### src/rtl/rr_arb_pkg.sv
// Shared types and constants for the round-robin mux-select arbiter.
package rr_arb_pkg;

    localparam int N_LANES = 8;
    localparam int SEL_W   = $clog2(N_LANES);

    typedef logic [SEL_W-1:0]   lane_sel_t;
    typedef logic [N_LANES-1:0] lane_vec_t;

    typedef enum logic {IDLE, HOLD} arb_state_t;

    function automatic lane_vec_t onehot(input lane_sel_t s);
        return lane_vec_t'(1) << s;
    endfunction

endpackage

### src/rtl/rr_prio_pick.sv
// Circular priority pick: first requesting lane at or after ptr, wrapping mod N_LANES.
module rr_prio_pick
    import rr_arb_pkg::*;
(
    input  lane_vec_t req,
    input  lane_sel_t ptr,
    output logic      found,
    output lane_sel_t idx
);

    logic [2*N_LANES-1:0] dbl;
    lane_vec_t            rot;
    lane_sel_t            off;

    // NOTE: every output of a combinational block gets a value on every path first, so no latch is inferred.
    always_comb begin
        dbl   = {req, req} >> ptr;
        rot   = dbl[N_LANES-1:0];
        found = |rot;
        off   = '0;
        // Descending scan leaves the lowest set offset in off.
        for (int i = N_LANES - 1; i >= 0; i--) begin
            if (rot[i]) off = lane_sel_t'(i);
        end
        idx = ptr + off;
    end

endmodule

### src/rtl/rr_sel_arbiter.sv
// Round-robin arbiter driving the 8:1 lane mux select with a valid/ready handshake.
module rr_sel_arbiter
    import rr_arb_pkg::*;
(
    input  logic      clk,
    input  logic      rst,
    input  lane_vec_t req,
    output lane_sel_t sel,
    output logic      sel_valid,
    input  logic      sel_ready,
    output lane_vec_t grant,
    output logic      busy
);

    arb_state_t state_q, state_d;
    lane_sel_t  ptr_q, ptr_d;
    lane_sel_t  sel_q, sel_d;
    lane_vec_t  grant_q, grant_d;

    logic       handshake;
    lane_sel_t  pick_ptr;
    logic       pick_found;
    lane_sel_t  pick_idx;

    assign handshake = (state_q == HOLD) && sel_ready;
    // On acceptance the next pick already sees the advanced pointer.
    assign pick_ptr  = handshake ? sel_q + lane_sel_t'(1) : ptr_q;

    rr_prio_pick u_pick (
        .req   (req),
        .ptr   (pick_ptr),
        .found (pick_found),
        .idx   (pick_idx)
    );

    // NOTE: sequential state uses non-blocking assignments so all registers update together at the edge.
    always_ff @(posedge clk) begin
        if (rst) begin
            state_q <= IDLE;
            ptr_q   <= '0;
            sel_q   <= '0;
            grant_q <= '0;
        end else begin
            state_q <= state_d;
            ptr_q   <= ptr_d;
            sel_q   <= sel_d;
            grant_q <= grant_d;
        end
    end

    always_comb begin
        state_d = state_q;
        case (state_q)
            IDLE:    state_d = pick_found ? HOLD : IDLE;
            HOLD:    if (sel_ready) state_d = pick_found ? HOLD : IDLE;
            default: state_d = IDLE;
        endcase
    end

    always_comb begin
        ptr_d   = ptr_q;
        sel_d   = sel_q;
        grant_d = grant_q;
        if (handshake) ptr_d = pick_ptr;
        if ((state_q == IDLE) || handshake) begin
            if (pick_found) begin
                sel_d   = pick_idx;
                grant_d = onehot(pick_idx);
            end else begin
                grant_d = '0;
            end
        end
    end

    assign sel       = sel_q;
    assign grant     = grant_q;
    assign sel_valid = (state_q == HOLD);
    assign busy      = (state_q == HOLD);

endmodule

### config.mk
export PLATFORM = sky130hd
export DESIGN_NAME = rr_sel_arbiter
export DESIGN_NICKNAME = d
export VERILOG_FILES = /design/src/rtl/rr_arb_pkg.sv /design/src/rtl/rr_prio_pick.sv /design/src/rtl/rr_sel_arbiter.sv
export SDC_FILE = /design/constraint.sdc
export NUM_CORES = 1
export LEC_CHECK = 0
export BUFFER_PORTS_ARGS = -buffer_cell sky130_fd_sc_hd__clkbuf_2
export CORE_ASPECT_RATIO = 0.8
export CORE_MARGIN = 3
export CORE_UTILIZATION = 53
export CTS_BUF_LIST = sky130_fd_sc_hd__clkbuf_2
export CTS_CLUSTER_SIZE = 14
export DETAILED_ROUTE_END_ITERATION = 8
export PLACE_DENSITY = 0.79
export SYNTH_ARGS = -nofsm -noshare
export SYNTH_HDL_FRONTEND = slang
export SYNTH_SLANG_ARGS = --single-unit
### constraint.sdc
create_clock -name clk -period 4.73 [get_ports clk]
set_input_delay 0.946 -clock clk [delete_from_list [all_inputs] [get_ports clk]]
set_output_delay 0.946 -clock clk [all_outputs]
set_load 0.005 [all_outputs]
==> Flow_metrics.wiki <==
{| class="wikitable"
! Metric !! Value
|-
| Reg clk slew, reported paths || 0.15 ns
|-
| Worst setup path start || sel_ready
|-
| Commonest cells after routing, fill and taps aside || 41 x sky130_fd_sc_hd__nand3_1, 26 x sky130_fd_sc_hd__clkbuf_2, 15 x sky130_fd_sc_hd__dfxtp_1
|-
| Worst clock skew || 0.00174 ns
|-
| Cell count of the worst reg-to-reg path || 15
|-
| Shortest clock period the worst path allows after layout || roughly 3.9 ns
|-
| Hold buffer count at cts || 0
|-
| Leakage dissipation || roughly 0.53 nW
|-
| Hold Violations, Final || 0
|-
| Most instantiated flip-flop cell in the synthesis netlist || sky130_fd_sc_hd__dfxtp_1
|-
| Full die area || ~2700 um2
|-
| Number of core rows || 14
|-
| Cell repeated most along the worst path || sky130_fd_sc_hd__nand3_1
|-
| Endpoint of the worst register-to-register path || grant[4]$_SDFFE_PP0N_
|-
| Growth of design area from synthesis to finish || 9.53%
|-
| # Max-Cap Violations || 0
|-
| Die outline width || approximately 58 um
|-
| Core ar. || a little under 2000 um2
|-
| GR Util met2 || just over 30%
|-
| Number of instances on the worst hold path || 1
|-
| Number of top-level design ports || 24
|-
| Via density per instance || 6.38
|-
| Initial Util || about three fifths
|-
| Routed wire length || ~2800 um
|-
| Syn avg cell area || just over 8 um2
|-
| Drt drc || 0
|-
| Class of the worst hold path || register to register
|-
| Worst reg2reg setup slack || about 1 ns
|-
| Number of buffers between clock root and the deepest sink || 2
|-
| Sum Neg Setup Slack || 0 ns
|-
| Critical-path maximum fanout || 10
|-
| Number of global-route vias before repair || between 900 and 1000
|-
| CP max stage cell || sky130_fd_sc_hd__xor2_1
|-
| Number of failing setup endpoints in the final timing report || 0
|-
| Drt wl/cell || approximately 15 um
|-
| Startpoint of the lowest-slack hold path || grant[0]$_SDFFE_PP0N_
|-
| ANT nets after route || 0
|-
| Largest net degree at the start of global routing || 12
|-
| Buffering stage count on the worst path with inverters included || 2
|-
| Synth Instances || between 100 and 150
|-
| Run status || complete, no violations
|-
| Unique cell type count in the Yosys netlist || 44
|-
| Met3 track demand over resource || roughly 6.3%
|-
| Cell type contributing the most total cell area after synthesis || sky130_fd_sc_hd__dfxtp_1
|-
| Kind of cell with the highest combined delay on the critical path || compound AO/OA/AOI/OAI gates
|-
| Kind of end point of the critical path || register
|-
| Detailed-routing iteration count for the pre-antenna-repair pass || 4
|-
| Fraction of final layout cells sized beyond drive strength 1 || between 20% and 30%
|-
| Worst slew margin relative to its limit || between 60% and 70%
|-
| Yosys top cell area share || 26.6%
|-
| Period Utilization, post-route || 82.7%
|-
| Slew at the pin with the worst max-slew slack || between 0.5 and 0.6 ns
|-
| IR Drop Worst-Case VDD || between 200 and 300 uV
|-
| Destination of the worst hold path || grant[0]$_SDFFE_PP0N_
|-
| Global routing usage on met1 || 33.9%
|-
| Count of pins over their slew limit || 0
|-
| Clock tree root driver cell || sky130_fd_sc_hd__clkbuf_2
|-
| # resized after CTS || 0
|-
| Antenna Diode Count || 0
|-
| Aggregate global routing overflow || 0
|-
| Net count of the finished layout || 172
|-
| Required time of the critical path || roughly 5 ns
|-
| CP Launch Type || input port
|-
| Detail Placement HPWL || between 2000 and 2500 um
|-
| Cell-by-cell trace of the critical path || clkbuf_2 > a21oi_2 > a31o_1 > nand3_1 > nand3_1 > a31oi_1 > o211ai_1 > nand3_1 > a21boi_0 > ha_1 > inv_1 > fa_1 > xnor2_1 > xor2_1 > a32o_1
|-
| Worst reg2reg path startpoint || sel[0]$_SDFFE_PP0P_
|-
| GRT Resource Usage Total || between 20 and 25%
|-
| Crit-path max cell delay || around 0.4 ns
|-
| Power per cell area || around 520 nW/um2
|-
| Count of buffers added by post-CTS timing repair for setup || 0
|-
| Number of vias in the routed layout || about 1200
|-
| Final estimated routing congestion in global placement || approximately 0.95
|-
| Largest cells by area after synthesis || sky130_fd_sc_hd__dfxtp_1 27%, sky130_fd_sc_hd__nand3_1 18%, sky130_fd_sc_hd__a32o_1 5.3%
|-
| Worst-skew pair later-pin latency || approximately 0.28 ns
|-
| Total CTS buffers || 3
|-
| Synthesized Nets || 151
|-
| Post-synth design cell area || between 1000 and 1500 um2
|-
| Overall die height || between 40 and 50 um
|-
| Synth Register Bits || 15
|-
| Critical path arrival || between 4 and 5 ns
|-
| Number of design-rule violations left by the first detailed-router iteration || 80
|-
| Number of synthesized flops with an enable pin || 0
|-
| Classification of the worst setup path || input port to register
|-
| Proportion of synthesized chip area in sequential cells || 26.6%
|-
| Util after Layout || a little under two thirds
|-
| Async set-reset flop share out of synthesis || 0%
|-
| Buffers on Ports || 23
|-
| Number of antenna violations at the first check in global routing || 0
|-
| CTS Sinks || 15
|-
| Deepest level of the CTS H-tree || 1
|-
| Setup repair after global routing missed its margin || no
|-
| Most common cell after layout, fill and taps aside || sky130_fd_sc_hd__nand3_1
|-
| Routing layer with the top usage in global route || met1
|-
| CTS tree || done
|-
| Highest clock frequency the design can meet || ~0.26 GHz
|-
| Wire length of the first global-routing pass || 4530 um
|-
| Syn. warnings || 0
|}
==> worst reg2reg max path: cells and delay by family (launching register included) <==
family | cells | cell delay (ns)
AOI/OAI and AO/OA | 5 | 1.11
xor gates and xnor gates | 3 | 0.90
buffers and inverters | 1 | 0.05
DFF | 1 | 0.38
and+or+nand+nor | 3 | 0.45
adders and majority gates | 3 | 0.80
==> power by group <==
group	leakage (nW)	total [mW]	internal, mW	switching, mW
logic	0.389	0.390	0.155	0.235
registers	0.123	0.185	0.161	0.0239
clock network	0.0164	0.0620	0.0191	0.0429
==> kinds of logic (layout without fill, tap and decap cells) <==
group / Yosys count / count (layout) / synth area share, %
buffers and inverters: 12 / 32 / 6.76
muxes: 1 / 1 / 0.998
adders and majority gates: 3 / 3 / 3.99
and+or+nand+nor: 71 / 71 / 34.4
xor gates and xnor gates: 4 / 4 / 3.77
DFF: 15 / 15 / 26.6
AOI/OAI and AO/OA: 31 / 31 / 23.5
==> final cells by class <==
class | count | area [um2]
Clock buffer | 3 | 15.0
Clock inverter | 1 | 5.00
Fill cell | 176 | 708
Inverter | 5 | 18.8
Multi-Input combinational cell | 110 | 752
Sequential cell | 15 | 300
Tap cell | 24 | 30.0
Timing Repair Buffer | 23 | 115
==> layer usage <==
layer / up-vias / part of all wire [%]
li1: 557 / -
met1: 540 / 47
met2: 53 / 42
met3: 4 / 9.9
met4: 0 / 0.89
met5: - / 0
==> registers in the layout, indices dropped and copies added (netlist names) <==
signal and count:
grant 8, ptr_q 3, sel 3, busy 1
==> worst max-delay path by stage <==
stage | to | slack, ns | cells past startpoint
floorplan | grant[4]$_SDFFE_PP0N_ | 1.08 | 16
detailed placement | grant[4]$_SDFFE_PP0N_ | 0.53 | 15
finish | grant[4]$_SDFFE_PP0N_ | 0.82 | 15
global route | grant[4]$_SDFFE_PP0N_ | 0.49 | 15
global placement | grant[7]$_SDFFE_PP0N_ | 0.72 | 15
CTS | grant[4]$_SDFFE_PP0N_ | 0.83 | 15
==> synthesized netlist by cell type, drive strengths merged, types with 2 or more instances <==
cell type / number
inv: 5
nor3: 2
nand3: 41
a32o: 6
a31oi: 2
a21boi: 2
nand2: 5
ha: 2
o21ai: 8
a21oi: 5
dfxtp: 15
and2: 2
a22o: 2
nor2: 10
xnor2: 3
buf: 6
nand4: 4
==> per-stage QoR <==
step | total power [mW] | cells | setup slack, ns | area, um2 | hold slack, ns
after floorplan | 0.479 | 137 | 1.08 | 1130 | 0.466
after global placement | 0.562 | 177 | 0.721 | 1220 | 0.451
after detailed placement | 0.573 | 177 | 0.526 | 1220 | 0.458
after CTS | 0.633 | 181 | 0.830 | 1240 | 0.490
after global routing | 0.690 | 181 | 0.493 | 1240 | 0.520
final | 0.637 | 181 | 0.820 | 1240 | 0.488
No activity file was read; power rests on OpenSTA's default activity.
